[src/rtl/dadder_bcd_core.sv]
// Two-stage BCD adder/subtractor. Stage 1 resolves the low half of the
// digits plus the carry into the high half; stage 2 (the output register)
// resolves the high half. A stalled output freezes both stages.
module dadder_bcd_core #(
    parameter int NUM_DIGITS = 4,
    parameter int ERR_CNT_W  = 8
) (
    input  logic                    clk_i,
    input  logic                    reset_i,
    input  logic                    cp_en_i,
    input  logic                    cp_sub_i,
    input  logic                    cp_flush_i,
    output logic                    cp_busy_o,
    output logic [ERR_CNT_W-1:0]    cp_err_count_o,
    input  logic                    in_valid_i,
    output logic                    in_ready_o,
    input  logic [4*NUM_DIGITS-1:0] in_a_i,
    input  logic [4*NUM_DIGITS-1:0] in_b_i,
    output logic                    out_valid_o,
    input  logic                    out_ready_i,
    output logic [4*NUM_DIGITS-1:0] out_sum_o,
    output logic                    out_cout_o,
    output logic                    out_err_o
);

    localparam int H  = NUM_DIGITS / 2;
    localparam int W  = 4 * NUM_DIGITS;
    localparam int HW = 4 * H;

    // One decimal digit: {carry, digit}. Subtraction uses the nine's
    // complement of b; the +1 comes in as the initial carry.
    function automatic logic [4:0] bcd_digit(input logic [3:0] a, input logic [3:0] b,
                                             input logic sub, input logic c);
        logic [3:0] bb;
        logic [4:0] t;
        bb = sub ? (4'd9 - b) : b;
        t  = {1'b0, a} + {1'b0, bb} + {4'b0000, c};
        if (t > 5'd9) bcd_digit = {1'b1, t[3:0] + 4'd6};
        else          bcd_digit = {1'b0, t[3:0]};
    endfunction

    function automatic logic has_illegal(input logic [W-1:0] x);
        logic bad;
        bad = 1'b0;
        for (int i = 0; i < NUM_DIGITS; i++)
            if (x[4*i +: 4] > 4'd9) bad = 1'b1;
        return bad;
    endfunction

    logic          s1_vld_q;
    logic [HW-1:0] s1_lo_q;
    logic          s1_c_q;
    logic [HW-1:0] s1_ahi_q;
    logic [HW-1:0] s1_bhi_q;
    logic          s1_sub_q;
    logic          s1_err_q;

    logic          out_vld_q;
    logic [W-1:0]  out_sum_q;
    logic          out_cout_q;
    logic          out_err_q;
    logic [ERR_CNT_W-1:0] err_cnt_q;

    logic          stall;
    logic          accept;
    logic          in_err;
    logic [HW-1:0] s1_lo_d;
    logic          s1_c_d;
    logic [W-1:0]  out_sum_d;
    logic          out_cout_d;

    assign stall      = out_vld_q && !out_ready_i;
    assign in_ready_o = !reset_i && cp_en_i && !stall && !cp_flush_i;
    assign accept     = in_valid_i && in_ready_o;
    assign in_err     = has_illegal(in_a_i) || has_illegal(in_b_i);

    // Low-half digit chain straight off the input operands.
    always_comb begin
        logic       c;
        logic [4:0] r;
        c       = cp_sub_i;
        s1_lo_d = '0;
        for (int i = 0; i < H; i++) begin
            r = bcd_digit(in_a_i[4*i +: 4], in_b_i[4*i +: 4], cp_sub_i, c);
            s1_lo_d[4*i +: 4] = r[3:0];
            c = r[4];
        end
        s1_c_d = c;
    end

    // High-half digit chain; an illegal-digit transaction yields zero result.
    always_comb begin
        logic          c;
        logic [4:0]    r;
        logic [HW-1:0] hi;
        c  = s1_c_q;
        hi = '0;
        for (int i = 0; i < H; i++) begin
            r = bcd_digit(s1_ahi_q[4*i +: 4], s1_bhi_q[4*i +: 4], s1_sub_q, c);
            hi[4*i +: 4] = r[3:0];
            c = r[4];
        end
        out_sum_d  = s1_err_q ? '0 : {hi, s1_lo_q};
        out_cout_d = s1_err_q ? 1'b0 : c;
    end

    // Stage 1 register; flush empties it even while stalled.
    always_ff @(posedge clk_i or posedge reset_i) begin
        if (reset_i) begin
            s1_vld_q <= 1'b0;
            s1_lo_q  <= '0;
            s1_c_q   <= 1'b0;
            s1_ahi_q <= '0;
            s1_bhi_q <= '0;
            s1_sub_q <= 1'b0;
            s1_err_q <= 1'b0;
        end else if (cp_flush_i) begin
            s1_vld_q <= 1'b0;
        end else if (!stall) begin
            s1_vld_q <= accept;
            if (accept) begin
                s1_lo_q  <= s1_lo_d;
                s1_c_q   <= s1_c_d;
                s1_ahi_q <= in_a_i[W-1:HW];
                s1_bhi_q <= in_b_i[W-1:HW];
                s1_sub_q <= cp_sub_i;
                s1_err_q <= in_err;
            end
        end
    end

    // Output register; payload only loads when stage 1 carries a transaction.
    always_ff @(posedge clk_i or posedge reset_i) begin
        if (reset_i) begin
            out_vld_q  <= 1'b0;
            out_sum_q  <= '0;
            out_cout_q <= 1'b0;
            out_err_q  <= 1'b0;
        end else if (cp_flush_i) begin
            out_vld_q <= 1'b0;
        end else if (!stall) begin
            out_vld_q <= s1_vld_q;
            if (s1_vld_q) begin
                out_sum_q  <= out_sum_d;
                out_cout_q <= out_cout_d;
                out_err_q  <= s1_err_q;
            end
        end
    end

    // Saturating count of accepted transactions carrying an illegal digit.
    always_ff @(posedge clk_i or posedge reset_i) begin
        if (reset_i)
            err_cnt_q <= '0;
        else if (accept && in_err && (err_cnt_q != {ERR_CNT_W{1'b1}}))
            err_cnt_q <= err_cnt_q + ERR_CNT_W'(1);
    end

    assign out_valid_o    = out_vld_q;
    assign out_sum_o      = out_sum_q;
    assign out_cout_o     = out_cout_q;
    assign out_err_o      = out_err_q;
    assign cp_busy_o      = s1_vld_q || out_vld_q;
    assign cp_err_count_o = err_cnt_q;

endmodule

[config.mk]
export PLATFORM = sky130hd
export DESIGN_NAME = dadder_bcd_core
export DESIGN_NICKNAME = d
export VERILOG_FILES = /design/src/rtl/dadder_bcd_core.sv
export SDC_FILE = /design/constraint.sdc
export NUM_CORES = 1
export LEC_CHECK = 0
export BUFFER_PORTS_ARGS = -buffer_cell sky130_fd_sc_hd__buf_4
export CORE_UTILIZATION = 47
export DETAILED_ROUTE_END_ITERATION = 6
export PLACE_DENSITY = 0.7
export SYNTH_ARGS = -nofsm -noshare
export SYNTH_HDL_FRONTEND = slang
export SYNTH_SLANG_ARGS = --single-unit
export TNS_END_PERCENT = 1
[constraint.sdc]
create_clock -name clk_i -period 4.6 [get_ports clk_i]
set_clock_uncertainty 0.15 [all_clocks]
set_input_delay 0.92 -clock clk_i [delete_from_list [all_inputs] [get_ports clk_i]]
set_output_delay 0.92 -clock clk_i [all_outputs]
set_load 0.05 [all_outputs]
== Yosys cells after proc, flatten, opt, wreduce, memory -nomap -nowiden ==
Index checks and enable logic that the tools add are counted.

* Input bits: 39
* Register bits: 55
* Word-level logic and storage cells: 82

* Reductions and logical operators: 15
* Bitwise logic cells: 2
* Eq/ne operators: 2
* Mux-type cells: 22
* Add/sub/neg operators: 17
* $lt $le $gt $ge: 12

{| class="wikitable"
|+ Operators by type and width
! operator !! count
|-
| greater-than comparator 4 bit, second input constant || 8
|-
| adder 4 x 4 -> 5 bit || 4
|-
| adder 5 x 1 -> 5 bit || 4
|-
| greater-than comparator 5 x 4 -> 1 bit, second input constant || 4
|-
| 2-to-1 mux 5 bit || 4
|-
| adder 4 x 3 -> 4 bit, second input constant || 4
|-
| 2-to-1 mux 16 bit || 1
|-
| 2-to-1 mux 4 bit || 4
|-
| subtractor 4 bit, first input constant || 4
|-
| 2-to-1 mux 1 bit || 13
|-
| adder 8 x 1 -> 8 bit, second input constant || 1
|-
| inequality test 8 bit, second input constant || 1
|-
| logical AND 1 bit || 7
|-
| AND reduction 3 bit || 2
|-
| zero test 1 bit || 4
|-
| logical OR 1 bit || 2
|-
| inequality test 2 bit, second input constant || 1
|-
| NOT 1 bit || 2
|}

== Longest topological paths before layout ==
Gate-level depths: netlist (run 1).

* Depth in word-level cells: 10
* Mapped depth: 22
* Gate-level depth less buffers: 22

== Worst setup path before layout (run 1) ==
No wires, ideal clock.

* Path type: input port to flip-flop
* From: in cp_sub_i
* To: reg s1_lo_q[5]
* Required time: 4.314 ns
* Stages: 17
* Setup time: 0.136 ns
* Data arrival time: 4.519 ns
* Path slack: -0.205 ns
* Cells stage by stage: buf_6 > mux2_2 > fa_1 > xnor2_1 > nor3b_1 > a21oi_1 > a21boi_2 > inv_1 > fa_1 > inv_1 > fa_1 > ha_1 > nor2b_1 > a31o_2 > o21ai_0 > xor2_1 > o21ai_0

* Word-level cells in the longest chain between the ends: 8

{| class="wikitable"
|+ RTL lines
! item !! RTL line !! source
|-
| from (decl) || 11 || <nowiki>input logic cp_sub_i,</nowiki>
|-
| 2-to-1 mux 4 bit || 36 || <nowiki>bb = sub ? (4'd9 - b) : b;</nowiki>
|-
| adder 4 x 4 -> 5 bit || 37 || <nowiki>t = {1'b0, a} + {1'b0, bb} + {4'b0000, c};</nowiki>
|-
| adder 5 x 1 -> 5 bit || 37 ||
|-
| greater-than comparator 5 x 4 -> 1 bit || 38 || <nowiki>if (t > 5'd9) bcd_digit = {1'b1, t[3:0] + 4'd6};</nowiki>
|-
| 2-to-1 mux 5 bit || 38 ||
|-
| adder 5 x 1 -> 5 bit (*) || 37 ||
|-
| adder 4 x 3 -> 4 bit / greater-than comparator 5 x 4 -> 1 bit (equally long branches) || 38 ||
|-
| 2-to-1 mux 5 bit (*) || 38 ||
|-
| to (signal assigned) || 122 || <nowiki>s1_lo_q <= s1_lo_d;</nowiki>
|-
| to (decl) || 51 || <nowiki>logic [HW-1:0] s1_lo_q;</nowiki>
|}

Mark *: on every way between the ends. The rest lies on a longest branch, timed or not.
A chain may end at the register's enable or synchronous reset.

== Worst setup path after layout (run 1) ==
* From: in in_b_i[2]
* To: reg s1_lo_q[6]

* Word-level cells in the longest chain between the ends: 9

{| class="wikitable"
|+ RTL lines
! item !! RTL line !! source
|-
| from (decl) || 18 || <nowiki>input logic [4*NUM_DIGITS-1:0] in_b_i,</nowiki>
|-
| subtractor 4 bit || 36 ||
|-
| 2-to-1 mux 4 bit (*) || 36 ||
|-
| adder 4 x 4 -> 5 bit (*) || 37 ||
|-
| adder 5 x 1 -> 5 bit (*) || 37 ||
|-
| greater-than comparator 5 x 4 -> 1 bit (*) || 38 ||
|-
| 2-to-1 mux 5 bit (*) || 38 ||
|-
| adder 5 x 1 -> 5 bit (*) || 37 ||
|-
| adder 4 x 3 -> 4 bit / greater-than comparator 5 x 4 -> 1 bit (equally long branches) || 38 ||
|-
| 2-to-1 mux 5 bit (*) || 38 ||
|}

Marked as above.

==> impl_results.md, run 1 <==
* Slew HR at 36.02%
* Commonest non-fill, non-tap cells in the layout: buf_4, nand2_1, dfrtp_1
* Minimum clock period at 4.451 ns
* NumNets Final at 512
* Final Hold Viols at 0
* Largest net degree at the start of global routing at 35
* Max cap viols at 0
* Via count at 2707
* Async set or reset register ratio after synthesis at 100.0%
* Setup Viol. Count Final at 0
* Max H-tree Level at 2
* Design area at 4345 sq um
* Count of different cell masters after synthesis at 53
* #FFs+latches synth at 55
* RR Endpoint: out_sum_o[14]
* Placed cell area at 4146 sq um
* Share of cells above drive strength 1 at 28.99%
* Post-CTS Hold Fix Bufs at 0
* Die area at 7620 sq um
* Antenna Nets Post-Route at 0
* Type of origin of the critical path: input pin
* I/O Buffers at 67
* Worst reg2reg startpoint: s1_sub_q
* Layout area overhead at 27.08%
* Routed wire per std cell at 12.90 um
* Syn nets at 431
* DRT iter0 DRCs at 136
* Syn. warnings at 0
* Residual DRC at 0
* Starting Density at 49.51%
* First-pass GRT wire length at 11780 um
* Final WL at 6980 um
* Worst setup path startpoint: in_b_i[2]
* Slew at the pin with the worst max-slew slack at 0.9574 ns
* Peak supply drop at 0.0003107 V
* Final core utilization at 62.92%
* Vias in the first global route at 2598
* Initial antenna violation count at 0
* Reg clk slew, reported paths at 0.10 ns
* Top cells by area, synth: dfrtp_1, nand2_1, ha_1, o21ai_0, fa_1
* CP Capture Type: flip-flop
* Tot Pwr at 0.002117 W
* Arrival @ worst endpoint at 4.55 ns
* Diodes inserted at 0
* DIE HEIGHT at 87.30 um
* Mapped Area at 3420 sq um
* FMAX at 0.2247 GHz
* TritonCTS clock tree: yes
* Vias/cell at 5.004
* Detailed Place HPWL at 5332 um
* GP Congestion at 0.7780
* Post-synth top area share at 40.25%
* Max FO, Critical Path at 7
* Commonest non-fill, non-tap cell in the layout: buf_4
* EDFF count, synth at 0
* GRT Util Overall at 19.58%
* Worst EP required at 4.70 ns
* CP Capture Point: s1_lo_q[6]
* Flop2flop setup slack at 0.28 ns
* Max Root-Sink Buffers at 2
* Slew Viols, Final at 0
* FF-to-FF path depth at 15
* Crit path kind: in -> reg
* Syn Inst Count at 363
* Core Box Area at 6907 sq um
* Status: completed
* # clock sinks at 55
* Num CTS Buffers at 5
* Post-synthesis sequential area ratio at 40.25%
* Worst-Skew Late Latency at 0.31 ns
* Power per standard cell area at 487.2 nW/um^2
* FP Rows at 30
* Leakage at 2.154 nW
* Largest area contributor in the netlist: dfrtp_1
* IO Count at 68
* Root Buffer: clkbuf_8
* First-pass detailed-route iteration total at 4
* Die span in x at 87.30 um
* Fin crit share at 96.77%
* HP Class: reg -> reg
* Most used DFF post-synth: dfrtp_1
* Grt total ovfl at 0
* Synth Area per Inst at 9.420 sq um
report_power, final:
group	switching, W	internal, W	total [W]
logic	0.000669	0.000484	0.00115
registers	0.0000824	0.000597	0.000680
clock network	0.000160	0.000124	0.000284
total	0.000912	0.00121	0.00212
how the worst min path moves through the flow:
stage	from	to	slack [ns]	cells past startpoint
after global placement	s1_lo_q[6]	s1_lo_q[6]	0.31	2
after CTS	s1_lo_q[6]	s1_lo_q[6]	0.33	2
after floorplan	s1_lo_q[6]	s1_lo_q[6]	0.29	2
after global routing	out_cout_o	out_cout_o	0.36	2
after detailed placement	s1_lo_q[6]	s1_lo_q[6]	0.31	2
final	s1_lo_q[3]	s1_lo_q[3]	0.33	2
through the flow:
step,instances,worst slack (ns),hold slack (ns),setup TNS (ns)
after floorplan,363,0.01760,0.2898,0
after detailed placement,532,-0.2756,0.3090,-0.7790
after CTS,540,0.04054,0.3308,0
after global placement,532,-0.1299,0.3065,-0.3282
after global routing,541,-0.007254,0.3596,-0.007254
final,541,0.1487,0.3338,0
cell families after synthesis:
| logic type | synth area share, % |
|---|---|
| compound gates | 15.15 |
| xor+xnor | 6.659 |
| fa+ha+maj | 12.15 |
| buf+inv | 4.318 |
| flops | 40.25 |
| mux | 2.268 |
| simple gates | 19.21 |
critical path: stages:
cell and delay (ns):
buf_4 0.12, inv_4 0.06, ha_4 0.13, nand2_4 0.06, xnor2_4 0.15, ha_4 0.30
and3b_2 0.22, a2111oi_4 0.34, nand2_2 0.12, a21boi_2 0.18, inv_2 0.06, fa_2 0.39
inv_2 0.06, fa_1 0.42, ha_2 0.20, nor2b_4 0.12, a31o_4 0.22, and2_4 0.13
mux2i_1 0.14, o2111ai_1 0.14, nand2_1 0.08
synthesized netlist by cell type, drive strengths merged, types with 5 or more instances:
| library cell | number |
|---|---|
| o31ai | 7 |
| dfrtp | 55 |
| fa | 7 |
| nand2 | 83 |
| a21o | 7 |
| nor2 | 15 |
| o21ai | 32 |
| xnor2 | 14 |
| inv | 22 |
| nand3 | 5 |
| clkbuf | 10 |
| xor2 | 12 |
| nand2b | 10 |
| a21oi | 9 |
| ha | 22 |
state kept, by name, summed over array words and instances (netlist names):
register	count
s1_ahi_q	8
out_valid_o	1
out_err_o	1
out_cout_o	1
out_sum_o	16
s1_lo_q	8
s1_err_q	1
cp_err_count_o	8
s1_c_q	1
s1_bhi_q	8
s1_sub_q	1
s1_vld_q	1
area by class of cell:
class	count	area (sq um)
fillers	619	2561
clock buffers	7	86.33
inverters	22	85.08
repair buffers	87	653.1
well taps	96	120.1
clock inverters	1	8.758
flip-flops and latches	55	1376
multi-input cells	273	2016
routing by layer:
layer  vias up  part of all wire (%)  track usage [%]
li1       1389                     -                -
met1      1253                    47            26.08
met2        58                    48            33.31
met3         7                   4.3            3.602
met4         0                  0.80            4.173
met5         -                     0                0
repair_timing:
action	4_1_cts	5_1_grt
setup buffers	0	1
setup endpoints to repair	0	3
gates resized for setup	0	22
(Power assumes the default switching activity.)
==> inputs of run 2 (changes only) <==
- clock period: 4.6 -> 4.35 ns (I/O delays scaled with it)
==> run 2 against run 1 <==
Compared with the run above: the flow now finishes with violations (setup timing); sequential power grew 5.7%; hold slack got worse by 0.0034 ns; cell count increased by 3.3%; design area up 4.2%; first-iteration DRC count is 21% lower; sequential share of layout area is 1.3 points lower; critical path depth rose by 6; critical endpoint is now s1_lo_q[3]; largest cell class unchanged.
==> impl_results.md, run 2 (synthesis gave the netlist of run 1 again) <==
* Type of origin of the critical path: input pin (unchanged)
* First-pass detailed-route iteration total at 4 (unchanged)
* Worst EP required at 4.36 ns (was 4.70 ns)
* Slew Viols, Final at 0 (unchanged)
* HP Class: reg -> reg (unchanged)
* Root Buffer: clkbuf_8 (unchanged)
* Layout area overhead at 32.46% (was 27.08%)
* DRT iter0 DRCs at 107 (was 136)
* Power per standard cell area at 516.4 nW/um^2 (was 487.2 nW/um^2)
* Core Box Area at 6907 sq um (unchanged)
* Int Pwr at 0.001345 W (was 0.001206 W)
* FMAX at 0.2257 GHz
* Vias in the first global route at 2714 (was 2598)
* Final WL at 7182 um (was 6980 um)
* Final Hold Viols at 0 (unchanged)
* Slew at the pin with the worst max-slew slack at 0.9855 ns (was 0.9574 ns)
* Setup TNS at -0.1343 ns (was 0 ns)
* Fin crit share at 101.8%
* CP Capture Type: flip-flop (unchanged)
* Antenna Nets Post-Route at 0 (unchanged)
* Share of cells above drive strength 1 at 33.69% (was 28.99%)
* Reg clk slew, reported paths at 0.09 ns (was 0.10 ns)
* Arrival @ worst endpoint at 4.44 ns (was 4.55 ns)
* Num CTS Buffers at 5 (unchanged)
* Clock power share at 11.6% (was 13.4%)
* I/O Buffers at 67 (unchanged)
* GRT Util Overall at 20.49% (was 19.58%)
* Max cap viols at 0 (unchanged)
* # clock sinks at 55 (unchanged)
* Max Root-Sink Buffers at 2 (unchanged)
* Leakage at 2.233 nW (was 2.154 nW)
* RSZ-0062 raised after global routing: yes
* Commonest non-fill, non-tap cells in the layout: buf_4, nand2_1, dfrtp_1 (unchanged)
* Peak supply drop at 0.0003371 V (was 0.0003107 V)
* First-pass GRT wire length at 12360 um (was 11780 um)
* Largest delay share family, worst path: buffers and inverters (was adder cells)
* Worst-Skew Late Latency at 0.30 ns (was 0.31 ns)
* Worst Slack Setup Final at -0.08039 ns (was 0.1487 ns)
* Crit path kind: in -> reg (unchanged)
* Slew HR at 34.14% (was 36.02%)
* Grt total ovfl at 0 (unchanged)
* Commonest non-fill, non-tap cell in the layout: buf_4 (unchanged)
* Via count at 2729 (was 2707)
* Initial antenna violation count at 0 (unchanged)
* TritonCTS clock tree: yes (unchanged)
* Routed wire per std cell at 12.85 um (was 12.90 um)
* CP max stage delay at 0.37 ns (was 0.42 ns)
* Sw frac at 42.51% (was 43.05%)
* Status: finished with violations (was completed)
* DIE HEIGHT at 87.30 um (unchanged)
* Worst path bufs/invs at 18 (was 4)
* Largest register FFs at 16 (unchanged)
* Largest net degree at the start of global routing at 44 (was 35)
* CP max stage cell: a2111oi_4 (was fa_1)
* Max H-tree Level at 2 (unchanged)
* Most used cell, CP: buf_4
* Setup Viol. Count Final at 3 (was 0)
* GP Congestion at 0.7914 (was 0.7780)
* Starting Density at 49.51% (unchanged)
* FP Rows at 30 (unchanged)
* Failing checks: setup timing
* NumNets Final at 530 (was 512)
* Detailed Place HPWL at 5306 um (was 5332 um)
* Residual DRC at 0 (unchanged)
* Diodes inserted at 0 (unchanged)
* Seq pwr share at 30.7% (was 32.1%)
* Tot Pwr at 0.002339 W (was 0.002117 W)
* IO Count at 68 (unchanged)
* Die span in x at 87.30 um (unchanged)
* Max FO, Critical Path at 5 (was 7)
* Sw Pwr at 0.0009942 W (was 0.0009115 W)
* Flop2flop setup slack at 0.23 ns (was 0.28 ns)
* Combinational power share at 57.6% (was 54.5%)
* Minimum clock period at 4.430 ns
* Die area at 7620 sq um (unchanged)
* Vias/cell at 4.882 (was 5.004)
run 2: cell types whose count changed in the layout (fill, tap and decap cells not counted), moves of 3 or more:
cell and delta:
fa_1 -4, fa_2 +4, buf_4 +15, buf_6 +3
run 2: timing repair:
action / in CTS / in global routing
hold buffers: 0 / 0
cloned: 0 / 0
resized for setup: 8 / 11
pin swaps: 14 / 0
setup endpoints to repair: 3 / 8
setup buffers: 19 / 0
run 2: metal layers:
layer | wire length, um | track usage [%] | vias to the layer above
li1 | - | - | 1423
met1 | 3427 | 27.63 | 1248
met2 | 3367 | 33.45 | 51
met3 | 318 | 4.739 | 7
met4 | 69 | 4.918 | 0
met5 | 0 | 0 | -
run 2: path summary, 6_finish.rpt:
check	from	end	cells past startpoint
hold / removal	out_sum_o[13]	out_sum_o[13]	2
max in group asynchronous	reset_i	s1_vld_q	3
setup / recovery	in_b_i[1]	s1_lo_q[3]	27
setup reg to reg	s1_sub_q	out_sum_o[13]	15
hold reg to reg	out_sum_o[13]	out_sum_o[13]	2
min in group asynchronous	reset_i	out_cout_o	2
run 2: final cells by class:
| cell class | instances | area, sq um |
|---|---|---|
| clock buffers | 6 | 72.57 |
| clock inverters | 2 | 12.51 |
| fillers | 592 | 2377 |
| inverters | 22 | 87.58 |
| multi-input cells | 273 | 2061 |
| flip-flops and latches | 55 | 1376 |
| well taps | 96 | 120.1 |
| repair buffers | 105 | 799.5 |
run 2: tightest hold or removal path, cell delays in order (launching register included):
cell	delay [ns]
dfrtp_1	0.35
nand2_1	0.05
o31ai_1	0.05
run 2: power by group through the flow:
stage          clock, W  sequential [W]  combinational [W]
4_1_cts        0.000284        0.000720            0.00128
2_1_floorplan         0        0.000914           0.000711
3_5_place_dp          0        0.000730            0.00121
6_report       0.000272        0.000719            0.00135
5_1_grt        0.000303        0.000738            0.00148
3_3_place_gp          0        0.000725            0.00118
run 2: through the flow:
stage	setup WS, ns	utilization [%]	instances	cell area (sq um)	hold slack [ns]
after floorplan	-0.1496	-	363	3518	0.2970
after global placement	-0.2839	61.09	532	4219	0.3105
after detailed placement	-0.3877	61.09	532	4219	0.3150
after CTS	0.007016	64.80	559	4476	0.3381
after global routing	-0.2199	65.58	559	4529	0.3593
final	-0.08039	65.58	559	4529	0.3304
==> inputs of run 3 (changes only) <==
- clock period: 4.35 -> 5.4 ns (I/O delays scaled with it)
==> run 3 against run 2 <==
Compared with the run above: cell count is 6.6% lower; die area stayed put; count of clock-buffer cells in the layout stayed put; total power is 24% lower; sequential power is 19% lower; critical path depth is 7 lower; sequential share of layout area is 3.2 points higher; first-iteration DRC count is 41% higher; highest routed layer unchanged; design area is 9.4% lower; the flow now finishes without violations; hold slack better by 0.0011 ns; wire length is 3.2% lower.
==> impl_results.md, run 3 (synthesis gave the netlist of run 1 again) <==
* Type of origin of the critical path: input pin (unchanged)
* Arrival @ worst endpoint at 5.04 ns (was 4.44 ns)
* Die span in x at 87.30 um (unchanged)
* Cell Chain, Critical Path: buf_4, inv_1, ha_1, nand2_1, o21ai_0, ha_1, and3b_1, a2111oi_4, nand2_2, a21boi_2, inv_1, fa_1, inv_1, fa_1, ha_1, nor2b_1, a31o_2, o21ai_0, xor2_1, o21ai_0
* Fin crit share at 93.23%
* Multi-input gate area at 1903 sq um (was 2061 sq um)
* # clock sinks at 55 (unchanged)
* Worst reg2reg startpoint: s1_sub_q (unchanged)
* Placed cell area at 3993 sq um (was 4219 sq um)
* Flop2flop setup slack at 0.88 ns (was 0.23 ns)
* Reg clk slew, reported paths at 0.09 ns (about the same)
* Residual DRC at 0 (unchanged)
* Max cap viols at 0 (unchanged)
* Post-CTS Setup Bufs at 0 (was 19)
* RSZ-0062 raised after global routing: no (was yes)
* Max FO, Critical Path at 5 (unchanged)
* DRT iter0 DRCs at 151 (was 107)
* Initial antenna violation count at 0 (unchanged)
* Largest net degree at the start of global routing at 56 (was 44)
* Register Area at 1376 sq um (unchanged)
* Vias/cell at 5.111 (was 4.882)
* Slew HR at 35.66% (was 34.14%)
* Max Root-Sink Buffers at 2 (unchanged)
* Largest register FFs at 16 (unchanged)
* Layout area overhead at 19.98% (was 32.46%)
* Worst-Skew Late Latency at 0.31 ns (was 0.30 ns)
* Core Box Area at 6907 sq um (unchanged)
* Grt total ovfl at 0 (unchanged)
* Num CTS Buffers at 5 (unchanged)
* Starting Density at 49.51% (unchanged)
* M1 wire length at 3108 um (was 3427 um)
* TritonCTS clock tree: yes (unchanged)
* I/O Buffers at 67 (unchanged)
* DIE HEIGHT at 87.30 um (unchanged)
* Detailed Place HPWL at 5279 um (was 5306 um)
* Design area at 4103 sq um (was 4529 sq um)
* Wire length on met3 at 286 um (was 318 um)
* CP max stage cell: fa_1 (was a2111oi_4)
* Vias in the first global route at 2553 (was 2714)
* Share of cells above drive strength 1 at 21.60% (was 33.69%)
* Worst setup path startpoint: in_b_i[1] (unchanged)
* Status: completed (was finished with violations)
* Power per standard cell area at 431.7 nW/um^2 (was 516.4 nW/um^2)
* Final core utilization at 59.40% (was 65.58%)
* DR top layer: met4 (unchanged)
* Routed wire per std cell at 13.31 um (was 12.85 um)
* HP Class: reg -> reg (unchanged)
* Minimum clock period at 5.035 ns
* Peak supply drop at 0.0002380 V (was 0.0003371 V)
* CP Capture Type: flip-flop (unchanged)
* PostCTS Resize Cnt at 0 (was 8)
* FF-to-FF path depth at 15 (unchanged)
* CP max stage delay at 0.47 ns (was 0.37 ns)
* Slew at the pin with the worst max-slew slack at 0.9628 ns (was 0.9855 ns)
* Diodes inserted at 0 (unchanged)
* RR Endpoint: out_sum_o[14] (was out_sum_o[13])
* Commonest non-fill, non-tap cells in the layout: nand2_1, buf_4, dfrtp_1 (was buf_4, nand2_1, dfrtp_1)
* First-pass detailed-route iteration total at 4 (unchanged)
* FMAX at 0.1986 GHz
* Max H-tree Level at 2 (unchanged)
* Via count at 2668 (was 2729)
* IO Count at 68 (unchanged)
* Root Buffer: clkbuf_8 (unchanged)
* Slew Viols, Final at 0 (unchanged)
* Setup TNS at 0 ns (was -0.1343 ns)
* NumNets Final at 494 (was 530)
* Commonest non-fill, non-tap cell in the layout: nand2_1 (was buf_4)
* GRT Util Overall at 19.93% (was 20.49%)
* Metal2 WL at 3478 um (was 3367 um)
* Setup Viol. Count Final at 0 (was 3)
* Post-CTS Hold Fix Bufs at 0 (unchanged)
* Tot Pwr at 0.001771 W (was 0.002339 W)
* Final Hold Viols at 0 (unchanged)
* Die area at 7620 sq um (unchanged)
* Antenna Nets Post-Route at 0 (unchanged)
* Final WL at 6950 um (was 7182 um)
* CP Capture Point: s1_lo_q[5] (was s1_lo_q[3])
* FP Rows at 30 (unchanged)
* First-pass GRT wire length at 11920 um (was 12360 um)
* GP Congestion at 0.8643 (was 0.7914)
* Hold slack at 0.3315 ns (was 0.3304 ns)
* Leakage at 2.045 nW (was 2.233 nW)
* Number of fill cells at 651 (was 592)
* Worst EP required at 5.41 ns (was 4.36 ns)
* Crit path kind: in -> reg (unchanged)
run 3: cell types whose count changed in the layout (fill, tap and decap cells not counted), sizes merged:
cell / delta
clkinv: -1
clkinvlp: -1
buf: -36
bufinv: +1
run 3: how the worst min path moves through the flow:
stage	start	end	slack [ns]	depth (start not counted)
after floorplan	s1_lo_q[6]	s1_lo_q[6]	0.29	2
after global placement	s1_lo_q[4]	s1_lo_q[4]	0.31	2
after detailed placement	s1_lo_q[6]	s1_lo_q[6]	0.32	2
after CTS	s1_lo_q[6]	s1_lo_q[6]	0.34	2
after global routing	out_sum_o[12]	out_sum_o[12]	0.36	2
final	s1_lo_q[6]	s1_lo_q[6]	0.33	2
run 3: worst max-delay path: cells and delay by family:
kind | cells | cell delay (ns)
adder cells (fa/ha/maj) | 5 | 1.74
buffers and inverters | 4 | 0.31
XOR/XNOR | 1 | 0.16
AND/OR/NAND/NOR | 4 | 0.55
AO/OA/AOI/OAI | 6 | 1.19
run 3: routing by layer:
metal	vias up	global-route usage (%)
met4	0	5.663
met2	57	34.59
li1	1346	-
met1	1257	25.58
met5	-	0
met3	8	3.318
run 3: final cells by class:
cell class / count / share of cell area, %
clock buffer: 6 / 1.769
clock inverter: 1 / 0.7319
inverter: 22 / 2.013
multi-input combinational: 273 / 46.39
sequential: 55 / 33.55
tap: 96 / 2.928
timing repair buffer: 69 / 12.63
run 3: power breakdown:
group,switching [W],internal [W],leakage [nW]
Combinational,0.000548,0.000371,1.29
Clock,0.000133,0.000136,0.0513
Sequential,0.0000748,0.000509,0.708
Total,0.000755,0.00102,2.05
run 3: stage by stage:
stage	setup slack (ns)	std cells
floorplan	0.4353	363
global placement	0.1694	515
detailed placement	-0.009560	515
CTS	0.3117	522
global route	0.1129	522
finish	0.3654	522
